==> config.mk <==
export PLATFORM = sky130hd
export DESIGN_NAME = jtag_uart_bridge_flat
export DESIGN_NICKNAME = d
export VERILOG_FILES = /design/src/rtl/jtag_uart_bridge_pkg.sv /design/src/rtl/jtag_uart_bridge_if.sv /design/src/rtl/jtag_uart_bridge_fifo.sv /design/src/rtl/jtag_uart_bridge.sv /design/src/flat_wrapper.sv
export SDC_FILE = /design/constraint.sdc
export NUM_CORES = 1
export LEC_CHECK = 0
export CAP_MARGIN = 10
export CORE_MARGIN = 5
export CORE_UTILIZATION = 50
export DETAILED_ROUTE_END_ITERATION = 16
export GPL_TIMING_DRIVEN = 1
export PLACE_DENSITY = 0.74
export SETUP_SLACK_MARGIN = 0.15
export SLEW_MARGIN = 20
export SYNTH_ARGS = -nofsm -noshare
export SYNTH_HDL_FRONTEND = slang
export SYNTH_SLANG_ARGS = --single-unit
==> constraint.sdc <==
create_clock -name Clk -period 8.56 [get_ports Clk]
set_input_delay 1.712 -clock Clk [delete_from_list [all_inputs] [get_ports Clk]]
set_output_delay 1.712 -clock Clk [all_outputs]
set_load 0.02 [all_outputs]
==> src/rtl/jtag_uart_bridge_pkg.sv <==
// Shared types/constants for the JTAG UART bridge.
// Ports: none (package only).
package jtag_bridge_pkg;

  typedef enum logic [1:0] {
    IDLE,
    WR_DATA,
    RD_DATA,
    RD_CTRL
  } state_t;

  // Which side was served last; RD_CTRL counts as TX-side work.
  typedef enum logic {
    OP_RX,
    OP_TX
  } op_t;

  localparam logic REG_DATA = 1'b0;
  localparam logic REG_CTRL = 1'b1;

  localparam int RVALID_BIT = 15;
  localparam int WSPACE_MSB = 31;
  localparam int WSPACE_LSB = 16;

endpackage

==> src/rtl/jtag_uart_bridge_if.sv <==
// Avalon-MM bus between the bridge (master) and the JTAG UART core (slave).
// Ports: address/read/write/writedata out of master; readdata/waitrequest in.
interface jtag_uart_bridge_if;
  logic        av_address;
  logic        av_read;
  logic        av_write;
  logic [31:0] av_writedata;
  logic [31:0] av_readdata;
  logic        av_waitrequest;

  modport master (
    output av_address,
    output av_read,
    output av_write,
    output av_writedata,
    input  av_readdata,
    input  av_waitrequest
  );

  modport slave (
    input  av_address,
    input  av_read,
    input  av_write,
    input  av_writedata,
    output av_readdata,
    output av_waitrequest
  );
endinterface

==> src/rtl/jtag_uart_bridge_fifo.sv <==
// byte_fifo: synchronous first-word-fall-through byte FIFO.
// Ports: clk, rst, push/din, pop, head (0 when empty), full, empty.
module byte_fifo #(
  parameter int DEPTH = 16
) (
  input  logic       clk,
  input  logic       rst,
  input  logic       push,
  input  logic [7:0] din,
  input  logic       pop,
  output logic [7:0] head,
  output logic       full,
  output logic       empty
);
  localparam int AW = $clog2(DEPTH);
  localparam int CW = AW + 1;

  logic [7:0]    mem [DEPTH];
  logic [AW-1:0] wp;
  logic [AW-1:0] rp;
  logic [CW-1:0] cnt;
  logic          do_push;
  logic          do_pop;

  assign full    = (cnt == CW'(DEPTH));
  assign empty   = (cnt == '0);
  assign do_push = push & ~full;
  assign do_pop  = pop & ~empty;
  assign head    = empty ? 8'h00 : mem[rp];

  always_ff @(posedge clk) begin
    if (rst) begin
      wp  <= '0;
      rp  <= '0;
      cnt <= '0;
    end else begin
      if (do_push) wp <= wp + 1'b1;
      if (do_pop)  rp <= rp + 1'b1;
      if (do_push & ~do_pop)      cnt <= cnt + 1'b1;
      else if (~do_push & do_pop) cnt <= cnt - 1'b1;
    end
  end

  always_ff @(posedge clk) begin
    if (do_push) mem[wp] <= din;
  end
endmodule

==> src/rtl/jtag_uart_bridge.sv <==
// JTAG UART bridge: DMA byte handshake <-> Avalon-MM JTAG UART, RX/TX FIFOs.
// Ports: Clk, Reset, jtag_* DMA side, av (Avalon master); rx_bytes/tx_bytes
// only with JTAG_BRIDGE_STATS_EN defined.
module jtag_uart_bridge
  import jtag_bridge_pkg::*;
#(
  parameter int RX_DEPTH = 16,
  parameter int TX_DEPTH = 16
) (
  input  logic        Clk,
  input  logic        Reset,
  input  logic [7:0]  jtag_Din,
  input  logic        jtag_WE,
  input  logic        jtag_Act,
  output logic [7:0]  jtag_Dout,
  output logic        jtag_A,
  output logic        jtag_R,
  jtag_uart_bridge_if.master av
`ifdef JTAG_BRIDGE_STATS_EN
  ,
  output logic [31:0] rx_bytes,
  output logic [31:0] tx_bytes
`endif
);
  state_t      state, state_n;
  op_t         last_op;
  logic [15:0] wspace;

  logic       rx_full, rx_empty, tx_full, tx_empty;
  logic [7:0] rx_head, tx_head;
  logic       rx_push, rx_pop, tx_push, tx_pop;
  logic       accept, tx_elig, rd_elig, wr_go, rd_go;

  logic        req_addr, req_rd, req_wr;
  logic [31:0] req_wdata;

  assign accept  = (state != IDLE) & ~av.av_waitrequest;
  assign rx_push = (state == RD_DATA) & accept
                 & av.av_readdata[RVALID_BIT];
  assign rx_pop  = jtag_Act & ~jtag_WE & ~rx_empty;
  assign tx_push = jtag_Act & jtag_WE & ~tx_full;
  assign tx_pop  = (state == WR_DATA) & accept;

  byte_fifo #(.DEPTH(RX_DEPTH)) u_rx (
    .clk   (Clk),
    .rst   (Reset),
    .push  (rx_push),
    .din   (av.av_readdata[7:0]),
    .pop   (rx_pop),
    .head  (rx_head),
    .full  (rx_full),
    .empty (rx_empty)
  );

  byte_fifo #(.DEPTH(TX_DEPTH)) u_tx (
    .clk   (Clk),
    .rst   (Reset),
    .push  (tx_push),
    .din   (jtag_Din),
    .pop   (tx_pop),
    .head  (tx_head),
    .full  (tx_full),
    .empty (tx_empty)
  );

  assign jtag_Dout = rx_head;
  assign jtag_A    = ~rx_empty;
  assign jtag_R    = ~tx_full;

  // Alternation only holds back a side when the other one can go,
  // so a full RX never stalls TX and wspace polls are not starved.
  assign tx_elig = ~tx_empty;
  assign rd_elig = ~rx_full;
  assign wr_go   = tx_elig & (wspace != 16'h0)
                 & ((last_op != OP_TX) | ~rd_elig);
  assign rd_go   = rd_elig & ((last_op != OP_RX) | ~tx_elig);

  always_ff @(posedge Clk) begin
    if (Reset) begin
      state   <= IDLE;
      last_op <= OP_RX;
      wspace  <= 16'h0;
    end else begin
      state <= state_n;
      if (accept)
        last_op <= (state == RD_DATA) ? OP_RX : OP_TX;
      if ((state == RD_CTRL) & accept)
        wspace <= av.av_readdata[WSPACE_MSB:WSPACE_LSB];
      else if (tx_pop)
        wspace <= wspace - 16'h1;
    end
  end

  always_comb begin
    state_n   = state;
    req_addr  = REG_DATA;
    req_rd    = 1'b0;
    req_wr    = 1'b0;
    req_wdata = 32'h0;
    unique case (state)
      IDLE: begin
        if (wr_go)
          state_n = WR_DATA;
        else if (rd_go)
          state_n = RD_DATA;
        else if (tx_elig & (wspace == 16'h0))
          state_n = RD_CTRL;
      end
      WR_DATA: begin
        req_wr    = 1'b1;
        req_wdata = {24'h0, tx_head};
        if (accept) state_n = IDLE;
      end
      RD_DATA: begin
        req_rd = 1'b1;
        if (accept) state_n = IDLE;
      end
      RD_CTRL: begin
        req_rd   = 1'b1;
        req_addr = REG_CTRL;
        if (accept) state_n = IDLE;
      end
      default: state_n = IDLE;
    endcase
  end

  assign av.av_address   = req_addr;
  assign av.av_read      = req_rd;
  assign av.av_write     = req_wr;
  assign av.av_writedata = req_wdata;

`ifdef JTAG_BRIDGE_STATS_EN
  always_ff @(posedge Clk) begin
    if (Reset) begin
      rx_bytes <= 32'h0;
      tx_bytes <= 32'h0;
    end else begin
      if (rx_push) rx_bytes <= rx_bytes + 32'h1;
      if (tx_pop)  tx_bytes <= tx_bytes + 32'h1;
    end
  end
`endif
endmodule
==> src/flat_wrapper.sv <==
// flat-port wrapper written by rule: the top's interface ports become plain ports
module jtag_uart_bridge_flat import jtag_bridge_pkg::*;
#(
  parameter int RX_DEPTH = 16,
  parameter int TX_DEPTH = 16
)
  (Clk, Reset, jtag_Din, jtag_WE, jtag_Act, jtag_Dout, jtag_A, jtag_R, av_av_address, av_av_read, av_av_write, av_av_writedata, av_av_readdata, av_av_waitrequest);
  jtag_uart_bridge_if av_i ();
  input  logic Clk;
  input  logic Reset;
  input  logic [7:0] jtag_Din;
  input  logic jtag_WE;
  input  logic jtag_Act;
  output logic [7:0] jtag_Dout;
  output logic jtag_A;
  output logic jtag_R;
  output wire logic [$bits(av_i.av_address)-1:0] av_av_address;
  output wire logic [$bits(av_i.av_read)-1:0] av_av_read;
  output wire logic [$bits(av_i.av_write)-1:0] av_av_write;
  output wire logic [$bits(av_i.av_writedata)-1:0] av_av_writedata;
  input wire logic [$bits(av_i.av_readdata)-1:0] av_av_readdata;
  input wire logic [$bits(av_i.av_waitrequest)-1:0] av_av_waitrequest;
  assign av_av_address = av_i.av_address;
  assign av_av_read = av_i.av_read;
  assign av_av_write = av_i.av_write;
  assign av_av_writedata = av_i.av_writedata;
  assign av_i.av_readdata = av_av_readdata;
  assign av_i.av_waitrequest = av_av_waitrequest;
  jtag_uart_bridge #(.RX_DEPTH(RX_DEPTH), .TX_DEPTH(TX_DEPTH)) u_core (.Clk(Clk), .Reset(Reset), .jtag_Din(jtag_Din), .jtag_WE(jtag_WE), .jtag_Act(jtag_Act), .jtag_Dout(jtag_Dout), .jtag_A(jtag_A), .jtag_R(jtag_R), .av(av_i));
endmodule
==> results.json <==
{
  "grt_use_met2_pct": 28.8,
  "required_ns": 6.85,
  "h-tree-depth": 1,
  "num_antenna_cells": 0,
  "clock-skew-final_ns": 0.0137,
  "route.final.wire_length_um": 23600,
  "r2r-end": "u_core.u_rx.cnt[4]",
  "critPathLaunchType": "register",
  "cts_hold_repair.buffers": 0,
  "detail_route.first_pass.iterations": 4,
  "clock-sinks": 309,
  "design.core.area_sq_mm": 0.0252,
  "ys_async_sr_fraction_pct": 0,
  "die_area_sq_mm": 0.0288,
  "detailed_place_hpwl_um": 15000,
  "critPathArrivalTime_ns": 3.09,
  "routedWlPerCell_um": 20.1,
  "finalCoreUtilization_pct": 58.0,
  "area.growth.synth_to_final_pct": 14.4,
  "most_utilized_layer_in_the_global_route_result": "met2",
  "grt_util_all_layers_pct": 16.6,
  "design.portCount": 90,
  "cellLeakagePower_nw": 4.67,
  "remaining_global_route_overflow": 0,
  "timing.max_cap.violations": 0,
  "postCtsSetupRepairBufs": 0,
  "rsz0062_at_grt": "false",
  "kind_of_end_point_of_the_critical_path": "output pin",
  "finalSetupViolCount": 0,
  "final_layout_size_suffix_gt1_share_pct": 15.9,
  "r2r_slack_ns": 5.12,
  "max_slew_violation_count": 0,
  "clock_buffer_count_from_cts": 31,
  "syn_avg_cell_area_sq_um": 16.8,
  "final_hold_viol_count": 0,
  "tns_ns": 0,
  "number_of_fill_cells_in_the_layout": 1882,
  "antenna_violations_before_repair": 0,
  "max_freq_mhz": 208,
  "yosys_warnings": 0,
  "post_synthesis_instance_area_sq_mm": 0.0128,
  "count_of_flip_flops_with_a_built_in_enable_after_synthesis": 256,
  "timing.hold.worst.class": "register to register",
  "die-height_um": 170,
  "post_cts_resized": 0,
  "worst_slew_margin_rel_pct": 32.2,
  "power.density_cell_area_mw_per_mm2": 272,
  "synth_ff_type": "sky130_fd_sc_hd__edfxtp_1",
  "final_std_cell_area_no_fill_sq_mm": 0.0146,
  "std_cell_rows": 58,
  "vdd_drop_max_v": 0.000229,
  "worstMarginPinSlew_ns": 1.02,
  "post-route-drc-count": 0,
  "status": "finished clean",
  "whs_path_depth": 2,
  "grt_first_pass_wirelength_um": 37300,
  "start_util_pct": 50.7,
  "standard_cell_area_after_detailed_placement_sq_mm": 0.0136,
  "antenna_left": 0,
  "worst_setup_hold_path_clk_slew_ns": 0.06,
  "synthCells": 761,
  "synth_seq_area_share_pct": 68.6,
  "holdCritStartpoint": "u_core.u_rx.rp[3]",
  "first_global_vias": 6698,
  "routed_via_density": 5.54,
  "worst_r2r_startpoint": "u_core.u_rx.cnt[0]",
  "grt_start_max_net_pins": 48,
  "floorplan.die.width_um": 170,
  "period_minus_slack_ns": 4.80,
  "buffer_ports.inserted": 58,
  "final_min_period_over_clock_period_pct": 56.0,
  "gp_routability_congestion": 0.739,
  "drt_iter0_markers": 449,
  "clockBufferDepth": 3,
  "groute.layer.met1.usage_pct": 22.3,
  "cp_max_fo": 8,
  "grt.met3_usage_pct": 2.75,
  "synth.distinct_cells": 52,
  "source_to_sink_clock_delay_at_the_later_pin_of_the_worst_skew_pair_ns": 0.55,
  "clk_root_buffer_cell": "sky130_fd_sc_hd__clkbuf_16",
  "design.final.nets": 889,
  "route.vias.total": 6518,
  "tritoncts": "yes",
  "reg2regPathDepth": 11,
  "path_class": "register to output pin",
  "number_of_storage_elements_in_the_synthesis_netlist": 309
}
## routing by layer
layer	part of all wire, %	wire length, um
met3	4.8	1130
met4	1.6	383
met2	51	12100
met1	42	10000
met5	0	0
## Yosys cell counts (4+ instances only)
cell type                  instances  area [sq um]
sky130_fd_sc_hd__nand3_1           5          25.0
sky130_fd_sc_hd__a31oi_1           5          31.3
sky130_fd_sc_hd__inv_1            10          37.5
sky130_fd_sc_hd__clkbuf_1         26          97.6
sky130_fd_sc_hd__o21ai_0           8          40.0
sky130_fd_sc_hd__a21o_1            6          45.0
sky130_fd_sc_hd__buf_1             5          18.8
sky130_fd_sc_hd__nand2_1          26          97.6
sky130_fd_sc_hd__dfxtp_1          53          1060
sky130_fd_sc_hd__or3_1             7          43.8
sky130_fd_sc_hd__mux4_2           64          1440
sky130_fd_sc_hd__o22ai_1          16           100
sky130_fd_sc_hd__nand4_1           5          31.3
sky130_fd_sc_hd__nor2b_1           4          25.0
sky130_fd_sc_hd__and2_1           13          81.3
sky130_fd_sc_hd__and4_1            4          35.0
sky130_fd_sc_hd__a21oi_1          22           110
sky130_fd_sc_hd__edfxtp_1        256          7690
sky130_fd_sc_hd__xor2_1           13           114
sky130_fd_sc_hd__xnor2_1          11          96.3
sky130_fd_sc_hd__nor3_1            9          45.0
sky130_fd_sc_hd__buf_2             6          30.0
sky130_fd_sc_hd__nand2b_1          7          43.8
sky130_fd_sc_hd__mux2i_1          37           370
sky130_fd_sc_hd__buf_4            24           180
sky130_fd_sc_hd__a211oi_1          7          52.6
sky130_fd_sc_hd__nor2_1           57           214
sky130_fd_sc_hd__ha_1             20           250
sky130_fd_sc_hd__o211ai_1          5          37.5
## worst max path at each step
| stage | start | to | cells after the start |
|---|---|---|---|
| 6_report | u_core.u_rx.cnt[0] | jtag_Dout[6] | 5 |
| 5_1_grt | u_core.u_rx.cnt[0] | jtag_Dout[6] | 5 |
| 4_1_cts | u_core.u_rx.cnt[0] | jtag_Dout[6] | 5 |
| 3_5_place_dp | av_av_waitrequest | u_core.u_rx.cnt[4] | 11 |
| 3_3_place_gp | av_av_waitrequest | u_core.u_rx.cnt[4] | 11 |
| 2_1_floorplan | av_av_waitrequest | u_core.u_rx.cnt[4] | 10 |
## cell families (layout without fill, tap and decap cells)
| family | after synthesis | in the layout | share of synthesized area, % |
|---|---|---|---|
| flip-flops | 309 | 309 | 68.6 |
| buffers and inverters | 72 | 135 | 2.94 |
| AND/OR/NAND/NOR | 156 | 156 | 6.43 |
| multiplexers | 101 | 101 | 14.2 |
| adder cells (fa/ha/maj) | 22 | 22 | 2.28 |
| AO/OA/AOI/OAI | 76 | 76 | 3.90 |
| other | 1 | 24 | 0.0294 |
| XOR/XNOR | 24 | 24 | 1.65 |
## final cells by class
| type | instances | area, sq um | share of cell area (%) |
|---|---|---|---|
| Multi-Input combinational cell | 403 | 3720 | 25.5 |
| Tap cell | 330 | 413 | 2.83 |
| Sequential cell | 309 | 8750 | 60.0 |
| Timing Repair Buffer | 67 | 643 | 4.41 |
| Clock buffer | 49 | 967 | 6.62 |
| Inverter | 10 | 37.5 | 0.257 |
| Clock inverter | 9 | 65.1 | 0.446 |
## worst max-delay path, stage by stage, from the launching register on
cell                              delay [ns]
sky130_fd_sc_hd__dfxtp_1                0.35
sky130_fd_sc_hd__nor4_1                 0.67
sky130_fd_sc_hd__nand2b_1               0.33
sky130_fd_sc_hd__nand2_1                0.37
sky130_fd_sc_hd__o22ai_1                0.23
sky130_fd_sc_hd__clkdlybuf4s50_1        0.59
## cell usage in the layout, fill, tap and decap left out, types with 7 or more instances in the layout
cell	count
sky130_fd_sc_hd__nand2b_1	7
sky130_fd_sc_hd__clkbuf_1	9
sky130_fd_sc_hd__and2_1	13
sky130_fd_sc_hd__nor3_1	9
sky130_fd_sc_hd__a211oi_1	7
sky130_fd_sc_hd__a21oi_1	22
sky130_fd_sc_hd__inv_1	10
sky130_fd_sc_hd__xor2_1	13
sky130_fd_sc_hd__mux2i_1	37
sky130_fd_sc_hd__o22ai_1	16
sky130_fd_sc_hd__clkbuf_16	34
sky130_fd_sc_hd__edfxtp_1	256
sky130_fd_sc_hd__ha_1	20
sky130_fd_sc_hd__o21ai_0	8
sky130_fd_sc_hd__mux4_2	64
sky130_fd_sc_hd__buf_4	9
sky130_fd_sc_hd__clkdlybuf4s50_1	57
sky130_fd_sc_hd__nor2_1	57
sky130_fd_sc_hd__nand2_1	26
sky130_fd_sc_hd__conb_1	24
sky130_fd_sc_hd__xnor2_1	11
sky130_fd_sc_hd__dfxtp_1	50
sky130_fd_sc_hd__or3_1	7
## per-stage QoR
stage / std cells / total power [mW] / setup WS (ns) / hold slack [ns]
2_1_floorplan: 784 / 2.43 / 4.47 / 0.459
3_3_place_gp: 1119 / 2.68 / 3.65 / 0.468
3_5_place_dp: 1119 / 2.69 / 3.63 / 0.494
4_1_cts: 1177 / 4.01 / 3.72 / 0.508
5_1_grt: 1177 / 4.17 / 3.54 / 0.522
6_report: 1177 / 3.97 / 3.76 / 0.498
## power by group
group          switching (mW)  total, mW  internal, mW
Sequential             0.0628       1.75          1.69
Clock                   0.541       1.32         0.777
Combinational           0.482      0.903         0.421
Total                    1.09       3.97          2.89
## state kept, by name (all words and copies together), names as in the netlist, named ones only
signal / count
u_core.u_tx.wp: 4
u_core.u_rx.wp: 4
u_core.u_tx.cnt: 5
u_core.u_tx.rp: 4
u_core.u_rx.cnt: 5
u_core.u_rx.rp: 4
u_core.u_tx.mem: 128
u_core.wspace: 16
u_core.u_rx.mem: 128
u_core.state: 2
u_core.last_op: 1
No activity file was read; power rests on OpenSTA's default activity.
==> edit 1: new RTL, same settings <==
Re-encode `state_t` (4 states) as one-hot, 4 bits wide.
--- a/src/rtl/jtag_uart_bridge_pkg.sv
+++ b/src/rtl/jtag_uart_bridge_pkg.sv
@@ -2,11 +2,11 @@
 // Ports: none (package only).
 package jtag_bridge_pkg;
 
-  typedef enum logic [1:0] {
-    IDLE,
-    WR_DATA,
-    RD_DATA,
-    RD_CTRL
+  typedef enum logic [3:0] {
+    IDLE    = 4'b0001,
+    WR_DATA = 4'b0010,
+    RD_DATA = 4'b0100,
+    RD_CTRL = 4'b1000
   } state_t;
 
   // Which side was served last; RD_CTRL counts as TX-side work.
Behaviour: same outputs for any inputs over 4 cycles, from zero or initial values and one cycle with Reset high; so few cycles prove little.
==> edit 1 against the original RTL <==
  * Count of clock-buffer cells in the layout decreased by 5
  * Design area increased by 0.15%
  * Routed wire length increased by 0.13%
  * Clock skew decreased by 0.0020 ns
  * Power decreased by 7.0%
  * Sequential cell count increased by 2
  * Area after synthesis increased by 0.63%
  * Worst setup slack got worse by 0.088 ns
  * Critical endpoint is now jtag_Dout[7]
  * Largest power group unchanged
==> edit 1: results (changes against the original RTL) <==
status: completed
nets: 905 (+1.8%)
Non-clk invs: 16 (+6)
Multi-In Gates: 414 (+2.7%)
Skew-Pair Late Insertion Delay: 0.53 ns (-0.02 ns)
CTS buffer count: 30 (-3.2%)
root buf cell: clkbuf_16
HPWL after DPL: 15.3 mm (+1.7%)
FILL cells: 1889 (+0.37%)
Clock-cell share: 6.67% (-0.40 points)
Via density: 5.63 (+1.6%)
buffer share of cell area: 4.35% (-0.058 points)
PortBufs: 58 (unchanged)
WL/cell: 19.9 um (-1.1%)
Synth cell types: 59 (+13%)
Cell Count Post-Placement: 1137 (+1.6%)
bufs w/o clock: 66 (-1.5%)
Area Growth Syn to Fin: 13.9%
Critical Path Fanout Max: 8 (unchanged)
commonest cells in the netlist: edfxtp_1, nor2_1, mux4_2
Top Registers: u_core.u_rx.mem (128), u_core.u_tx.mem (128), u_core.wspace (16)
pin count of the biggest net entering global routing: 50 (+4.2%)
global-route wire length before repair: 37.3 mm (+0.11%)
vias in the first global route: 6796 (+1.5%)
Place WS: 3.33 ns (-0.299 ns)
Final Wtd Congestion: 0.751 (+1.6%)
count of clock buffers in the final design: 44 (-10%)
layout cell share with drive strength beyond 1: 15.4% (-0.51 points)
Max-slew headroom: 28.2% (-4.0 points)
clock-pin slew on the worst setup and hold paths: 0.06 ns (about the same)
GRT Util Overall: 16.3% (-0.23 points)
P_leak: 4.71 nW (+0.99%)
Post-synth EDFFs: 256 (unchanged)
H-tree levels: 1 (unchanged)
largest cells by area after synthesis: edfxtp_1, mux4_2, dfxtp_1
register area share after synthesis: 68.5% (-0.12 points)
initial antenna violation count: 0 (unchanged)
routed vias: 6707 (+2.9%)
drt initial violations: 533 (+19%)
fraction of area in multi-input gates: 25.6% (+0.12 points)
Seq cells post-synth: 311 (+0.65%)
Synthesis Warnings: 0 (unchanged)
Multi-input gate area: 3740 um^2 (+0.64%)
1st-pass router iterations: 7 (+3)
Seq area share: 60.1% (+0.17 points)
VDD IR max: 0.136 mV (-40%)
Post-DP Area: 13600 um^2 (+0.59%)
area leader, netlist: edfxtp_1
Post-CTS Setup Bufs: 0 (unchanged)
Syn Inst Count: 779 (+2.4%)
antenna fix cells: 0 (unchanged)
# resized after CTS: 0 (unchanged)
Worst Path Arrival: 3.17 ns (+0.08 ns)
clk buf depth: 3 (unchanged)
Clock Skew: 0.0117 ns (-0.00201 ns)
Async SR Flop Fraction: 0% (unchanged)
-- edit 1: changes by cell type after synthesis, moves of 5 or more --
cell and change:
mux2i_1 -15, nor3_1 +5, o22ai_1 -8, inv_1 +5, nor2_1 +10, a22oi_1 +15, a21oi_1 +8
-- edit 1: report_power, final --
group / internal, mW / switching (mW)
clock network: 0.760 / 0.526
registers: 1.68 / 0.0559
logic: 0.313 / 0.362
-- edit 1: routing by layer --
metal  global-route usage (%)  vias up  share of wire [%]
met1                     23.3     3381                 44
met3                     2.79       28                5.8
met2                     26.9      191                 49
li1                         -     3107                  -
met4                     3.26        0                1.3
met5                        0        -                  0
-- edit 1: final timing paths --
kind | start | to | slack, ns | depth (start not counted)
max | u_core.u_rx.cnt[2]$_SDFFE_PP0P_ | jtag_Dout[7] | 3.67 | 5
min | u_core.u_rx.rp[3]$_SDFFE_PP0P_ | u_core.u_rx.rp[3]$_SDFFE_PP0P_ | 0.49 | 2
max reg2reg | u_core.u_rx.cnt[2]$_SDFFE_PP0P_ | u_core.u_rx.cnt[4]$_SDFFE_PP0P_ | 5.06 | 11
min reg2reg | u_core.u_rx.rp[3]$_SDFFE_PP0P_ | u_core.u_rx.rp[3]$_SDFFE_PP0P_ | 0.49 | 2
-- edit 1: logic make-up (layout without fill, tap and decap cells) --
logic type	Yosys count	count (layout)	synth area share (%)
buffers and inverters	77	137	3.05
flip-flops	311	311	68.5
other	1	24	0.0292
adder cells (fa/ha/maj)	21	21	2.16
AND/OR/NAND/NOR	168	168	6.90
multiplexers	87	87	13.0
XOR/XNOR	25	25	1.71
AO/OA/AOI/OAI	89	89	4.67
-- edit 1: worst max-delay path, stage by stage (launching register included) --
cell and delay, ns:
dfxtp_1 0.33, nor4_1 0.76, nand2b_1 0.35, nand2_1 0.42, o22ai_1 0.17, clkdlybuf4s50_1 0.60
==> edit 2: new RTL, same flow settings <==
Without the edit above. `TX_DEPTH` is set to 16 in 2 places; all go to 8.
--- a/src/rtl/jtag_uart_bridge.sv
+++ b/src/rtl/jtag_uart_bridge.sv
@@ -5,7 +5,7 @@
   import jtag_bridge_pkg::*;
 #(
   parameter int RX_DEPTH = 16,
-  parameter int TX_DEPTH = 16
+  parameter int TX_DEPTH = 8
 ) (
   input  logic        Clk,
   input  logic        Reset,
--- a/src/flat_wrapper.sv
+++ b/src/flat_wrapper.sv
@@ -2,7 +2,7 @@
 module jtag_uart_bridge_flat import jtag_bridge_pkg::*;
 #(
   parameter int RX_DEPTH = 16,
-  parameter int TX_DEPTH = 16
+  parameter int TX_DEPTH = 8
 )
   (Clk, Reset, jtag_Din, jtag_WE, jtag_Act, jtag_Dout, jtag_A, jtag_R, av_av_address, av_av_read, av_av_write, av_av_writedata, av_av_readdata, av_av_waitrequest);
   jtag_uart_bridge_if av_i ();
Check against the original RTL: not equivalent (a bounded check fails within 10 cycles, from zero or initial values and one cycle with Reset high).
==> edit 2 against the original RTL <==
  * First-iteration DRC count down 31%
  * Largest cell class unchanged
  * Clock skew about the same
  * Routed wire length down 17%
  * Area after synthesis down 20%
  * Power down 19%
  * Highest routed layer unchanged
  * Design area down 19%
  * Worst setup slack better by 0.029 ns
  * Sequential cell count down 68
  * Maximum frequency up 0.61%
==> edit 2: results (changes against the original RTL) <==
status: completed
Synth cell types: 59 (+13%)
cells on worst reg2reg path: 10 (-1)
layout cell share with drive strength beyond 1: 15.4% (-0.55 points)
PortBufs: 58 (unchanged)
register area share after synthesis: 66.2% (-2.4 points)
P_leak: 3.81 nW (-18%)
# resized after CTS: 0 (unchanged)
PnR worst setup slack: 3.79 ns (+0.0291 ns)
nets: 774 (-13%)
HPWL after DPL: 12.8 mm (-15%)
root buf cell: clkbuf_16
clk buf depth: 3 (unchanged)
commonest cells in the netlist: edfxtp_1, nor2_1, dfxtp_1
clock-pin slew on the worst setup and hold paths: 0.06 ns (about the same)
min-delay worst type: reg2reg
Top Registers: u_core.u_rx.mem (128), u_core.u_tx.mem (64), u_core.wspace (16)
reg-to-reg slack, setup: 5.46 ns (+0.34 ns)
Async SR Flop Fraction: 0% (unchanged)
Critical Path Fanout Max: 9 (+1)
initial antenna violation count: 0 (unchanged)
RR Startpoint: u_core.state[1]$_SDFFE_PP0P_
Clock Skew: 0.0138 ns (+0.000120 ns)
Post-synth EDFFs: 192 (-25%)
Via density: 5.60 (+1.1%)
Post-DP Area: 10900 um^2 (-19%)
H-tree levels: 1 (unchanged)
vias in the first global route: 5873 (-12%)
1st-pass router iterations: 5 (+1)
Worst Path Arrival: 3.06 ns (-0.03 ns)
capture point of the worst path: jtag_Dout[0]
Final Wtd Congestion: 0.819 (+11%)
crit path from: u_core.u_rx.cnt[0]$_SDFFE_PP0P_
Synthesis Warnings: 0 (unchanged)
global-route wire length before repair: 31.6 mm (-15%)
WL/cell: 19.7 um (-1.8%)
FILL cells: 1528 (-19%)
drt initial violations: 309 (-31%)
CTS buffer count: 25 (-19%)
Max-slew headroom: 32.9% (+0.73 points)
Hold Crit Start: u_core.wspace[13]$_SDFFE_PP0P_
pin count of the biggest net entering global routing: 49 (+2.1%)
Skew-Pair Late Insertion Delay: 0.51 ns (-0.04 ns)
antenna fix cells: 0 (unchanged)
Place WS: 3.95 ns (+0.318 ns)
largest cells by area after synthesis: edfxtp_1, mux4_2, dfxtp_1
r2r endpoint: u_core.u_rx.cnt[4]$_SDFFE_PP0P_
largest register by flop count: u_core.u_rx.mem
Post-CTS Setup Bufs: 0 (unchanged)
VDD IR max: 0.193 mV (-16%)
GRT Util Overall: 16.7% (+0.16 points)
## edit 2: cell count changes in the layout (fill, tap and decap cells not counted), moves of 10 or more
cell and delta:
a211oi_1 +19, and2_1 -11, edfxtp_1 -64, mux2i_1 -17, mux4_2 -16, nand2_1 -10
nor2_1 +14, o22ai_1 -15
## edit 2: how the worst min path moves through the flow
stage / end / slack, ns / cells past startpoint
2_1_floorplan: u_core.wspace[13]$_SDFFE_PP0P_ / 0.45 / 2
3_3_place_gp: u_core.wspace[13]$_SDFFE_PP0P_ / 0.46 / 2
3_5_place_dp: u_core.wspace[13]$_SDFFE_PP0P_ / 0.47 / 2
4_1_cts: u_core.wspace[13]$_SDFFE_PP0P_ / 0.48 / 2
5_1_grt: u_core.wspace[13]$_SDFFE_PP0P_ / 0.52 / 2
6_report: u_core.wspace[13]$_SDFFE_PP0P_ / 0.48 / 2
## edit 2: where the power goes
part	internal (mW)	switching (mW)
combinational	0.333	0.409
clock	0.664	0.426
sequential	1.32	0.0771
total	2.32	0.913
## edit 2: cell families after synthesis
logic type / count (synthesis) / share of synthesized area, %
flip-flops: 241 / 66.2
AND/OR/NAND/NOR: 158 / 8.20
buffers and inverters: 76 / 3.90
multiplexers: 70 / 12.8
AO/OA/AOI/OAI: 67 / 4.61
XOR/XNOR: 21 / 1.80
adder cells (fa/ha/maj): 19 / 2.48
other: 1 / 0.0368
## edit 2: metal layers
layer	part of all wire (%)	GRT usage, %	vias to the layer above
met3	4.8	3.04	24
met1	41	21.7	2822
met5	0	0	-
li1	-	-	2575
met4	1.4	3.27	0
met2	53	29.9	169
## edit 2: worst max-delay path, stage by stage (launching register included)
cell,delay [ns]
dfxtp_1,0.35
or4_1,0.70
nor2_1,0.71
a211oi_1,0.19
clkdlybuf4s50_1,0.60
## edit 2: cell type report
class,instances,area [um^2],area share (%)
repair buffers,69,663,5.62
clock buffers,37,783,6.64
multi-input cells,359,3140,26.6
clock inverters,8,72.6,0.615
flip-flops and latches,241,6750,57.2
well taps,270,338,2.86
inverters,14,52.6,0.446
## edit 2: through the flow
step	cells	hold slack [ns]	total power, mW
floorplan	676	0.448	1.92
global placement	953	0.459	2.13
detailed placement	953	0.469	2.17
CTS	998	0.479	3.26
global route	998	0.517	3.39
finish	998	0.479	3.23
